===== config.mk =====
export PLATFORM = sky130hd
export DESIGN_NAME = alu_cmd_sequencer
export DESIGN_NICKNAME = d
export VERILOG_FILES = /design/src/rtl/alu_pkg.sv /design/src/rtl/alu_golden_model.sv /design/src/rtl/alu_cmd_sequencer.sv
export SDC_FILE = /design/constraint.sdc
export NUM_CORES = 1
export LEC_CHECK = 0
export ABC_CLOCK_PERIOD_IN_PS = 3800
export CAP_MARGIN = 20
export CELL_PAD_IN_SITES_DETAIL_PLACEMENT = 2
export CELL_PAD_IN_SITES_GLOBAL_PLACEMENT = 2
export CORE_MARGIN = 4
export CORE_UTILIZATION = 26
export DETAILED_ROUTE_END_ITERATION = 10
export GPL_ROUTABILITY_DRIVEN = 0
export PLACE_DENSITY_LB_ADDON = 0.2
export SETUP_SLACK_MARGIN = 0.15
export SLEW_MARGIN = 20
export SYNTH_ARGS = -nofsm -noshare
export SYNTH_HDL_FRONTEND = slang
export SYNTH_SLANG_ARGS = --single-unit

===== constraint.sdc =====
create_clock -name clk -period 3.8 [get_ports clk]
set_clock_uncertainty 0.1 [all_clocks]
set_input_delay 0.95 -clock clk [delete_from_list [all_inputs] [get_ports clk]]
set_output_delay 0.95 -clock clk [all_outputs]
set_load 0.02 [all_outputs]

===== src/rtl/alu_pkg.sv =====
// rtl/alu_pkg.sv - shared opcode/state types and the alu datapath width
package alu_pkg;

   localparam int ALU_W = 5;

   typedef enum logic [1:0] {
      OP_ADD  = 2'b00,
      OP_SUB  = 2'b01,
      OP_MUL  = 2'b10,
      OP_RSVD = 2'b11
   } alu_op_t;

   typedef enum logic [1:0] {
      IDLE,
      DRIVE,
      CAPTURE,
      RESP
   } seq_state_t;

endpackage


===== src/rtl/alu_golden_model.sv =====
// rtl/alu_golden_model.sv - combinational reference result for one alu command
module alu_golden_model
   import alu_pkg::*;
#(
   parameter int DATA_W = ALU_W
) (
   input  logic [DATA_W-1:0] a,
   input  logic [DATA_W-1:0] b,
   input  logic [1:0]        op,
   output logic [DATA_W-1:0] expected,
   output logic              check_en
);

   // All arithmetic is evaluated at DATA_W bits, so wrap and low-half multiply fall out naturally
   always_comb begin
      expected = '0;
      check_en = 1'b1;
      case (op)
         OP_ADD:  expected = a + b;
         OP_SUB:  expected = a - b;
         OP_MUL:  expected = a * b;
         default: check_en = 1'b0;
      endcase
   end

endmodule


===== src/rtl/alu_cmd_sequencer.sv =====
// rtl/alu_cmd_sequencer.sv - drives the alu one command at a time, captures and checks its result
module alu_cmd_sequencer
   import alu_pkg::*;
#(
   parameter int DATA_W        = ALU_W,
   parameter int SETTLE_CYCLES = 1,
   parameter int ERR_W         = 8
) (
   input  logic              clk,
   input  logic              rst,
   input  logic              cmd_valid,
   output logic              cmd_ready,
   input  logic [DATA_W-1:0] cmd_a,
   input  logic [DATA_W-1:0] cmd_b,
   input  logic [1:0]        cmd_op,
   output logic [DATA_W-1:0] alu_num1,
   output logic [DATA_W-1:0] alu_num2,
   output logic [1:0]        alu_operation,
   input  logic [DATA_W-1:0] alu_out,
   output logic              rsp_valid,
   input  logic              rsp_ready,
   output logic [DATA_W-1:0] rsp_result,
   output logic [1:0]        rsp_op,
   output logic              rsp_mismatch,
   input  logic              err_clr,
   output logic [ERR_W-1:0]  err_count,
   output logic              busy
);

   localparam logic [3:0] SETTLE_M1 = 4'(SETTLE_CYCLES - 1);

   seq_state_t        state, state_nxt;
   logic [3:0]        settle_cnt;
   logic [DATA_W-1:0] gold;
   logic              gold_en;
   logic              mism_now;
   logic              accept;

   assign accept = cmd_valid && cmd_ready;

   // Golden value is taken from the held alu operands, so it lines up with the captured result
   alu_golden_model #(.DATA_W(DATA_W)) u_golden (
      .a        (alu_num1),
      .b        (alu_num2),
      .op       (alu_operation),
      .expected (gold),
      .check_en (gold_en)
   );

   assign mism_now = gold_en && (rsp_result != gold);

   always_ff @(posedge clk) begin
      if (rst) begin
         state         <= IDLE;
         settle_cnt    <= '0;
         alu_num1      <= '0;
         alu_num2      <= '0;
         alu_operation <= '0;
         rsp_result    <= '0;
         rsp_op        <= '0;
         rsp_mismatch  <= 1'b0;
         err_count     <= '0;
      end else begin
         state <= state_nxt;
         if (accept) begin
            alu_num1      <= cmd_a;
            alu_num2      <= cmd_b;
            alu_operation <= cmd_op;
            settle_cnt    <= SETTLE_M1;
         end else if (state == DRIVE && settle_cnt != '0) begin
            settle_cnt <= settle_cnt - 1'b1;
         end
         // alu_out is sampled on the edge that closes the settle window
         if (state == DRIVE && settle_cnt == '0) begin
            rsp_result <= alu_out;
            rsp_op     <= alu_operation;
         end
         if (state == CAPTURE) begin
            rsp_mismatch <= mism_now;
         end
         if (err_clr) begin
            err_count <= '0;
         end else if (state == CAPTURE && mism_now && err_count != '1) begin
            err_count <= err_count + 1'b1;
         end
      end
   end

   always_comb begin
      state_nxt = state;
      cmd_ready = 1'b0;
      rsp_valid = 1'b0;
      busy      = 1'b1;
      case (state)
         IDLE: begin
            cmd_ready = 1'b1;
            busy      = 1'b0;
            if (cmd_valid) state_nxt = DRIVE;
         end
         DRIVE: begin
            if (settle_cnt == '0) state_nxt = CAPTURE;
         end
         CAPTURE: state_nxt = RESP;
         RESP: begin
            rsp_valid = 1'b1;
            if (rsp_ready) state_nxt = IDLE;
         end
         default: state_nxt = IDLE;
      endcase
   end

endmodule


==> flow_metrics.py <==
metrics = {
    "clocking": {
        "htreeDepth": 2,
        "cts_buffers": 5,
        "cts_max_path_buffers": 2,
        "cts_tree": "built",
        "clkTransAtPathRegs_ns": 0.07,
        "root_buffer": "clkbuf_8",
        "clk_latency_ns": 0.28,
        "cts_sinks": 34,
    },
    "place": {
        "place_ws_ns": 0.03250,
        "dp_cells": 423,
        "port_buffers": 52,
        "dpl.hpwl_um": 5410,
    },
    "final_layout": {
        "syn_to_final_growth_pct": 40.20,
        "multi_input_area_sq_um": 1476,
        "seq_area_sq_um": 695.7,
        "drive_gt1_share_pct": 13.33,
        "num-fill-cells": 931,
        "final_cells": 435,
        "finalNetCount": 373,
        "diodes": 0,
    },
    "floorplanning": {
        "coreArea_sq_um": 8217,
        "die_area_sq_um": 9985,
        "die_h_um": 99.93,
        "start_util_pct": 26.74,
        "rows": 33,
        "die_w_um": 99.93,
        "io_pins": 53,
    },
    "worst_setup_path": {
        "start_kind": "flip-flop",
        "critPathArrivalTime_ns": 3.74,
        "slowest_stage": "fa_2",
        "critPathCaptureType": "flip-flop",
        "cp_common_cell": "ha_4",
        "critPathRequiredTime_ns": 3.93,
        "worstPathMaxFanout": 6,
        "worst-setup-path-type": "reg2reg",
        "crit_chain": "and2_4, ha_4, ha_4, fa_1, inv_1, fa_2, o311ai_2, o31a_2, o2111a_1, mux2_4, or4_4, nand2_1",
        "cp_slowest_stage_delay_ns": 0.53,
    },
    "global_routing": {
        "grt_pass1_vias": 2328,
        "grt_pass1_wl_um": 11590,
        "grt_max_degree": 30,
        "grt_overflow_total": 0,
        "grt_usage_pct": 14.44,
        "grt_antenna_before_repair": 0,
    },
    "logic_synthesis": {
        "yosysWarnings": 0,
        "synth_nets": 306,
        "synthCells": 263,
        "synthTopCellsByCount": "nand2_1 (43), dfxtp_1 (34), nor2_1 (23)",
        "synth_flop_cell": "dfxtp_1",
        "syn_area_sq_um": 2197,
        "synth_top_area_share_pct": 30.98,
        "seq_area_frac_synth_pct": 30.98,
        "synthArstFlopShare_pct": 0,
        "synth_edf_count": 0,
        "ys_ff_latch": 34,
        "synth_most_common_cell": "nand2_1",
        "synth_top_area_cell": "dfxtp_1",
        "avgSynthCellArea_sq_um": 8.354,
        "synth_cell_types": 47,
        "synth_area_leaders": "dfxtp_1 (31%), ha_1 (10%), nand2_1 (7.3%)",
    },
    "sta": {
        "setup_tns_ns": 0,
        "relSlewSlack_pct": 65.98,
        "setup_viol": 0,
        "worst_pin_slew_ns": 0.5084,
        "final_hold_viol_count": 0,
        "period_share_pct": 95.09,
        "finalWorstSetupSlack_ns": 0.1865,
        "max_freq_mhz": 276.7,
        "fin_crit_ns": 3.614,
        "rsz0062_at_grt": "true",
        "drv_slew": 0,
    },
    "drt": {
        "drcViolationCount": 0,
        "totalWireLength_um": 6873,
        "num_vias": 2113,
        "drtIter0Drc": 19,
        "ant_nets": 0,
        "vias_per_cell": 4.857,
        "wl_per_cell_um": 15.80,
        "drt-pass1-iter-count": 4,
    },
    "status": {
        "status": "completed",
    },
    "power_and_ir_drop": {
        "p_per_area_nw_per_um2": 597.6,
        "ir_worst_vdd_mv": 0.2635,
        "p_leak_nw": 1.262,
    },
    "run": {
        "drv_cap": 0,
    },
    "hold_path": {
        "hold_path.class": "reg2reg",
    },
}
critical path: cells and delay by family, from the launching register on:
kind / cells / cell delay [ns]
AO/OA/AOI/OAI: 3 / 0.65
multiplexers: 1 / 0.31
adder cells (fa/ha/maj): 4 / 1.46
AND/OR/NAND/NOR: 3 / 0.63
buffers and inverters: 1 / 0.05
flip-flops: 1 / 0.35
through the flow:
step	util, %	hold WS, ns	power (mW)	area (sq um)
after global routing	37.49	0.4246	2.016	3080
after CTS	37.02	0.4068	1.842	3042
after global placement	35.82	0.3609	1.521	2943
final	37.49	0.4002	1.841	3080
after detailed placement	35.82	0.3719	1.543	2943
after floorplan	-	0.4040	1.169	2250
per-layer routing:
layer  global-route usage [%]  up-vias  routed length [um]
met5                        0        -                   0
met4                    3.151        0                  63
met3                    2.849        6                 214
met2                    25.30       30                3489
met1                    18.30     1040                3104
li1                         -     1037                   -
final cells by class:
type	instances	share of cell area (%)
Multi-Input combinational cell	205	47.93
Inverter	16	1.950
Clock buffer	7	2.478
Timing Repair Buffer	68	20.80
Tap cell	105	4.265
Sequential cell	34	22.58
logic make-up after synthesis:
| logic type | share of synthesized area [%] |
|---|---|
| flops | 30.98 |
| buf+inv | 4.613 |
| fa+ha+maj | 12.98 |
| compound gates | 11.96 |
| xor+xnor | 7.859 |
| simple gates | 25.91 |
| mux | 5.695 |
power by group:
group	internal (mW)	total, mW	switching (mW)
registers	0.416	0.470	0.0535
logic	0.537	1.11	0.577
clock network	0.126	0.257	0.131
registers in the layout, summed over array words and instances (netlist names):
name and cells:
alu_num1 5, alu_num2 5, alu_operation 2, err_count 8, rsp_mismatch 1, rsp_op 2
rsp_result 5, settle_cnt 4, state 2
path summary, 6_finish.rpt:
check | start | endpoint | slack [ns] | cells after the start
worst max register to register | alu_num1[0]$_SDFFE_PP0P_ | err_count[5]$_SDFFE_PP0P_ | 0.19 | 12
worst min-delay path | err_count[1]$_SDFFE_PP0P_ | err_count[1]$_SDFFE_PP0P_ | 0.40 | 2
worst max-delay path | alu_num1[0]$_SDFFE_PP0P_ | err_count[5]$_SDFFE_PP0P_ | 0.19 | 12
worst min register to register | err_count[1]$_SDFFE_PP0P_ | err_count[1]$_SDFFE_PP0P_ | 0.40 | 2
what timing repair did:
| action | 4_1_cts | 5_1_grt |
|---|---|---|
| endpoints found under the setup margin | 3 | 9 |
| cloned | 0 | 0 |
| hold buffers | 0 | 0 |
| setup buffers | 3 | 2 |
| hold endpoints to repair | 0 | 0 |
| pin swaps | 6 | 4 |
| gates resized for setup | 0 | 5 |
cell usage in the layout (no fill, tap or decap), types with 5 or more instances in the layout:
| cell | synthesis | layout |
|---|---|---|
| inv_1 | 16 | 16 |
| dfxtp_1 | 34 | 30 |
| mux2i_1 | 11 | 11 |
| clkbuf_8 | 0 | 5 |
| ha_1 | 18 | 16 |
| xnor2_1 | 8 | 8 |
| nor3_1 | 8 | 8 |
| a21oi_1 | 22 | 22 |
| clkdlybuf4s50_1 | 0 | 52 |
| buf_4 | 1 | 16 |
| and2_1 | 10 | 8 |
| nand2_1 | 43 | 43 |
| and3_1 | 5 | 5 |
| nor2_1 | 23 | 23 |
(Power assumes the default switching activity.)
